**config.mk**
```make
export PLATFORM = sky130hd
export DESIGN_NAME = shifter_iter_16b
export DESIGN_NICKNAME = d
export VERILOG_FILES = /design/src/rtl/shifter_iter_16b.sv
export SDC_FILE = /design/constraint.sdc
export NUM_CORES = 1
export LEC_CHECK = 0
export CAP_MARGIN = 20
export CORE_MARGIN = 2
export CORE_UTILIZATION = 40
export CTS_BUF_LIST = sky130_fd_sc_hd__clkbuf_8
export CTS_CLUSTER_DIAMETER = 60
export DETAILED_ROUTE_END_ITERATION = 7
export PLACE_DENSITY = 0.7
export SLEW_MARGIN = 20
export SYNTH_ARGS = -nofsm -noshare
export SYNTH_HDL_FRONTEND = slang
export SYNTH_HIERARCHICAL = 1
export SYNTH_SLANG_ARGS = --single-unit
```
**constraint.sdc**
```tcl
create_clock -name clk -period 3.21 [get_ports clk]
set_input_delay 0.321 -clock clk [delete_from_list [all_inputs] [get_ports clk]]
set_output_delay 0.321 -clock clk [all_outputs]
set_load 0.03 [all_outputs]
```
**src/rtl/shifter_iter_16b.sv**
```systemverilog
// Iterative shift/rotate unit: moves the operand one bit position per clock,
// with a valid/ready request side and a registered, held result side.

module shifter_iter_16b_step #(
  parameter int WIDTH = 16
) (
  input  logic [WIDTH-1:0] d_i,
  input  logic [1:0]       op_i,
  output logic [WIDTH-1:0] y_o
);
  logic wrap, right;

  always_comb begin
    wrap  = op_i[1];
    right = op_i[0];
    y_o   = d_i;
    if (right) y_o = {(wrap ? d_i[0] : 1'b0), d_i[WIDTH-1:1]};
    else       y_o = {d_i[WIDTH-2:0], (wrap ? d_i[WIDTH-1] : 1'b0)};
  end
endmodule

module shifter_iter_16b #(
  parameter int WIDTH   = 16,
  parameter int SHAMT_W = 4
) (
  input  logic               clk,
  input  logic               rst,
  input  logic               in_valid,
  output logic               in_ready,
  input  logic [WIDTH-1:0]   in_data,
  input  logic [1:0]         in_op,
  input  logic [SHAMT_W-1:0] in_shift,
  output logic               out_valid,
  input  logic               out_ready,
  output logic [WIDTH-1:0]   out_data,
  output logic               busy
);
  typedef enum logic [1:0] {S_IDLE, S_SHIFT, S_DONE} state_e;

  state_e             state_q, state_d;
  logic [WIDTH-1:0]   data_q, data_d, step_y;
  logic [SHAMT_W-1:0] cnt_q, cnt_d;
  logic [1:0]         op_q, op_d;
  logic               accept;

  shifter_iter_16b_step #(.WIDTH(WIDTH)) u_step (
    .d_i  (data_q),
    .op_i (op_q),
    .y_o  (step_y)
  );

  always_ff @(posedge clk or posedge rst) begin
    if (rst) begin
      state_q <= S_IDLE;
      data_q  <= '0;
      cnt_q   <= '0;
      op_q    <= '0;
    end else begin
      state_q <= state_d;
      data_q  <= data_d;
      cnt_q   <= cnt_d;
      op_q    <= op_d;
    end
  end

  always_comb begin
    state_d = state_q;
    data_d  = data_q;
    cnt_d   = cnt_q;
    op_d    = op_q;
    accept  = 1'b0;
    case (state_q)
      S_IDLE: begin
        accept = in_valid;
        if (in_valid) begin
          data_d  = in_data;
          op_d    = in_op;
          cnt_d   = in_shift;
          state_d = (in_shift == '0) ? S_DONE : S_SHIFT;
        end
      end
      S_SHIFT: begin
        data_d = step_y;
        cnt_d  = cnt_q - 1'b1;
        if (cnt_q == SHAMT_W'(1)) state_d = S_DONE;
      end
      S_DONE: begin
        if (out_ready) state_d = S_IDLE;
      end
      default: state_d = S_IDLE;
    endcase
  end

  // data_q doubles as the result register; it only changes outside DONE
  assign in_ready  = (state_q == S_IDLE) && !rst;
  assign out_valid = (state_q == S_DONE);
  assign out_data  = data_q;
  assign busy      = (state_q != S_IDLE);

  logic unused_accept;
  assign unused_accept = accept;
endmodule
```
-- After elaboration in Yosys (flattened, before gate mapping)
Cells that the tools add are included.
- latch bits: 0
- RAM bits: 0
- logic and storage cells: 32
- memories: 0
- ROM bits: 0
- output and inout bits: 19
- register bits: 24
- shifts and indexed selects: 0
- $add $sub $neg: 1
- bitwise logic cells: 0
- divide/modulo/power cells: 0
- reduce and logical (&&, ||, !) cells: 9
- multipliers: 0
- order comparisons: 0
- equality and inequality tests: 6
- mux-type cells: 12
- operator list (kind ; number):
    16-bit two-way mux ; 2
    16-bit one-hot mux with 2 select lines ; 1
    2-bit two-way mux ; 4
    4-bit one-hot mux with 2 select lines ; 1
    2-bit one-hot mux with 3 select lines ; 1
    4-bit by 1-bit == test with 1-bit output (second input constant) ; 1
    4-bit zero test ; 1
    4-bit two-way mux ; 1
    2-bit != test (second input constant) ; 2
    2-bit AND reduction ; 2
    2-bit nonzero test ; 2
    4-bit by 1-bit subtractor with 4-bit output (second input constant) ; 1
    3-bit AND reduction ; 1
    2-bit by 1-bit == test with 1-bit output (second input constant) ; 1
    2-bit == test (second input constant) ; 1
    2-bit zero test ; 1
    1-bit two-way mux ; 2
    2-bit by 1-bit != test with 1-bit output (second input constant) ; 1
    1-bit logical AND ; 1
    1-bit zero test ; 1

-- Longest topological paths before layout
- depth after elaboration: 4
- depth in mapped cells: 6
- gate-level depth less buffers: 5

-- Cells and area by module
The synthesis kept the hierarchy.
- modules (own cells, without submodules) (module ; area an instance (um^2) ; cells each ; sequential area each (um^2) ; times used):
    shifter_iter_16b ; 1218.7 ; 120 ; 600.6 ; 1
    shifter_iter_16b_step ; 237.7 ; 22 ; 0.0 ; 1

-- Worst setup path after synthesis
No wires, ideal clock.
- kind: register -> output
- start point: register state_q[0]
- end point: output port in_ready
- cell stages (with the launch flop): 5
- path slack: 1591 ps
- path buffers: 1
- data required time: 2889 ps
- data arrival time: 1298 ps
- path through: dfrtp_1 -> buf_2 -> nor2_1 -> inv_1 -> nor2_1
- cells in the longest elaborated chain, start to end: 2
- ends and longest elaborated chain (what ; RTL line ; text):
    start, declared ; 40 ; state_e state_q, state_d;
    start signal, assigned ; 59 ; state_q <= state_d;
    2-bit zero test ; 95 ; assign in_ready = (state_q == S_IDLE) && !rst;
    1-bit logical AND ; 95 ;
    end, declared ; 29 ; output logic in_ready,
Every way passes these cells.

-- Worst setup path in the final report
Ends and elaborated chain as after synthesis.

==> flow_summary.ini <==
[clock_network]
cts_resized = 0
cts_buffers = 3
cts_tree = yes
holdBufCountCts = 0
clk_latency_ns = 0.26
clock_sinks = 24
clk_pin_slew_ns = 0.08
cts_max_level = 1
cts_root_buf = clkbuf_8
cts.path.max_buffers = 2
cts_setup_buffers = 0

[detailed_routing]
via_count = 1121
routed_wl_um = 2996
ant_nets = 0
drtIter0Drc = 29
drt_first_pass_iters = 4
wire_per_inst_um = 13.14
route.detailed.drc = 0
viasPerCell = 4.917

[worst_setup_path]
endpoint_kind = primary output
start_kind = register
required_ns = 2.89
path_max_fanout = 13
crit_type = reg2out
crit_buf_inv = 2
startpoint = state_q[0]
critPathMaxStageDelay_ns = 0.68
crit_path_frequent_cell = nor2_1
crit_chain = nor2_1 -> inv_1 -> nor2_1 -> clkdlybuf4s50_1
r2r-start = op_q[0]
path_delay_family = buffers and inverters
worst-endpoint-arrival_ns = 1.83
crit_slowest_cell = clkdlybuf4s50_1

[synth]
synthDistinctLibCells = 31
ys_seq_area_share_pct = 41.24
syn_avg_cell_area_um2 = 10.26
yosys_warnings = 6
synth_fa_ha_area_share_pct = 1.718
synth_edf_count = 0
syn_nets = 170
async_flop_share_pct = 100.0
synth_mux_area_share_pct = 24.91
synth_compound_area_share_pct = 13.66
synth.ff_latch_count = 24
synth_top_family_by_area = multiplexers
synthXorXnorAreaFrac_pct = 0
synth_simple_gate_area_share_pct = 10.91
netlist_instances = 142
netlist_area_mm2 = 0.001456
synth_top_flop_cell = dfrtp_1

[min_path]
min-delay-start = cnt_q[1]
hold_class = reg2reg

[sta]
fmax_mhz = 465.8
min_period_over_period_pct = 66.88
fin_setup_tns_ns = 0
setup_viol = 0
drv_slew = 0
fin_crit_ns = 2.147
rsz0062_at_grt = no
relSlewSlack_pct = 41.45
worst_slew_pin_slew_ns = 0.8772
final-hold-violation-count = 0
fin_skew_ns = 0.004914

[outcome]
status = complete, no violations

[final_layout]
syn2layout_area_growth_pct = 33.50
diodes = 0
final_area_mm2 = 0.001944
layout_common_cells = clkdlybuf4s50_1 (44), dfrtp_1 (24), nand2_1 (21)
final_common_cell = clkdlybuf4s50_1
nets = 211
drive_gt1_share_pct = 13.19

[global_route]
grt_max_degree = 39
antenna_found_initial = 0
grt_pass1_vias = 1083
grt_usage_pct = 15.30
overflow = 0
grt_pass1_wl_um = 5016

[power_and_ir_drop]
pwr_density_cell_mw_per_mm2 = 1055
p_leak_nw = 0.8205
irDropWorstVdd_v = 0.0004487

[placement]
hpwl_um = 2164
placed_area_mm2 = 0.001889
io_buffers = 44
gp_congestion = 0.7845

[floorplanning]
num_io_pins = 45
die-area_mm2 = 0.004140
start_util_pct = 42.64
die_w_um = 64.34
die-height_um = 64.34
core_area_mm2 = 0.003416
num_rows = 21

[flow_run]
cap_violations = 0
## worst min-delay path: cells and delay by family, from the launching register on
kind            cells  cell delay [ns]
simple gates        1             0.05
flops               1             0.37
compound gates      1             0.06
## metal layers
| layer | routed length [um] | track usage, % | vias up |
|---|---|---|---|
| li1 | - | - | 576 |
| met1 | 1375 | 19.33 | 523 |
| met2 | 1498 | 26.43 | 20 |
| met3 | 88 | 1.761 | 2 |
| met4 | 34 | 6.383 | 0 |
| met5 | 0 | 0 | - |
## worst paths after layout
path                                      to  cells after the start  slack (ns)
max in group asynchronous       out_data[11]                      2        2.09
worst min-delay path                cnt_q[1]                      2        0.51
worst max register to register   out_data[5]                      3        1.58
worst min register to register      cnt_q[1]                      2        0.51
min in group asynchronous        out_data[5]                      2        0.59
worst max-delay path                in_ready                      4        1.06
## power breakdown
group          internal, W  switching, W
combinational     0.000607      0.000578
clock             0.000109     0.0000947
sequential        0.000455      0.000207
## state kept, by name, summed over array words and instances, names as in the netlist
register  flops
out_data     16
cnt_q         4
state_q       2
op_q          2
## area by class of cell
| type | instances | area (um2) |
|---|---|---|
| fillers | 318 | 1471 |
| clock buffers | 4 | 55.05 |
| inverters | 9 | 33.78 |
| well taps | 46 | 57.56 |
| multi-input cells | 100 | 749.5 |
| repair buffers | 45 | 447.9 |
| flip-flops and latches | 24 | 600.6 |
## kinds of logic (layout without fill, tap and decap cells)
logic type,after synthesis,count (layout)
compound gates,33,33
simple gates,33,33
flops,24,24
buf+inv,18,58
fa+ha+maj,2,2
mux,32,32
## Yosys cell counts (2+ instances only)
master / count / area [um2]
nand2_1: 21 / 78.83
buf_2: 3 / 15.01
o22a_1: 2 / 17.52
ha_1: 2 / 25.02
mux2i_1: 16 / 160.2
nand3_1: 2 / 10.01
or4_1: 2 / 15.01
inv_1: 9 / 33.78
mux2_2: 10 / 112.6
dfrtp_1: 24 / 600.6
o21ai_0: 19 / 95.09
buf_6: 2 / 22.52
a21oi_1: 5 / 25.02
buf_4: 2 / 15.01
nor2_1: 2 / 7.510
mux2_4: 6 / 90.09
## through the flow
| stage | total power, W | setup WS (ns) | utilization [%] | std cells | hold slack [ns] |
|---|---|---|---|---|---|
| 2_1_floorplan | 0.001540 | 1.591 | - | 142 | 0.3356 |
| 3_3_place_gp | 0.001831 | 1.382 | 55.31 | 224 | 0.4930 |
| 3_5_place_dp | 0.001864 | 1.350 | 55.31 | 224 | 0.4965 |
| 4_1_cts | 0.002070 | 1.065 | 56.92 | 228 | 0.5156 |
| 5_1_grt | 0.002206 | 0.9831 | 56.92 | 228 | 0.5386 |
| 6_report | 0.002051 | 1.063 | 56.92 | 228 | 0.5090 |
(Power assumes the default switching activity.)
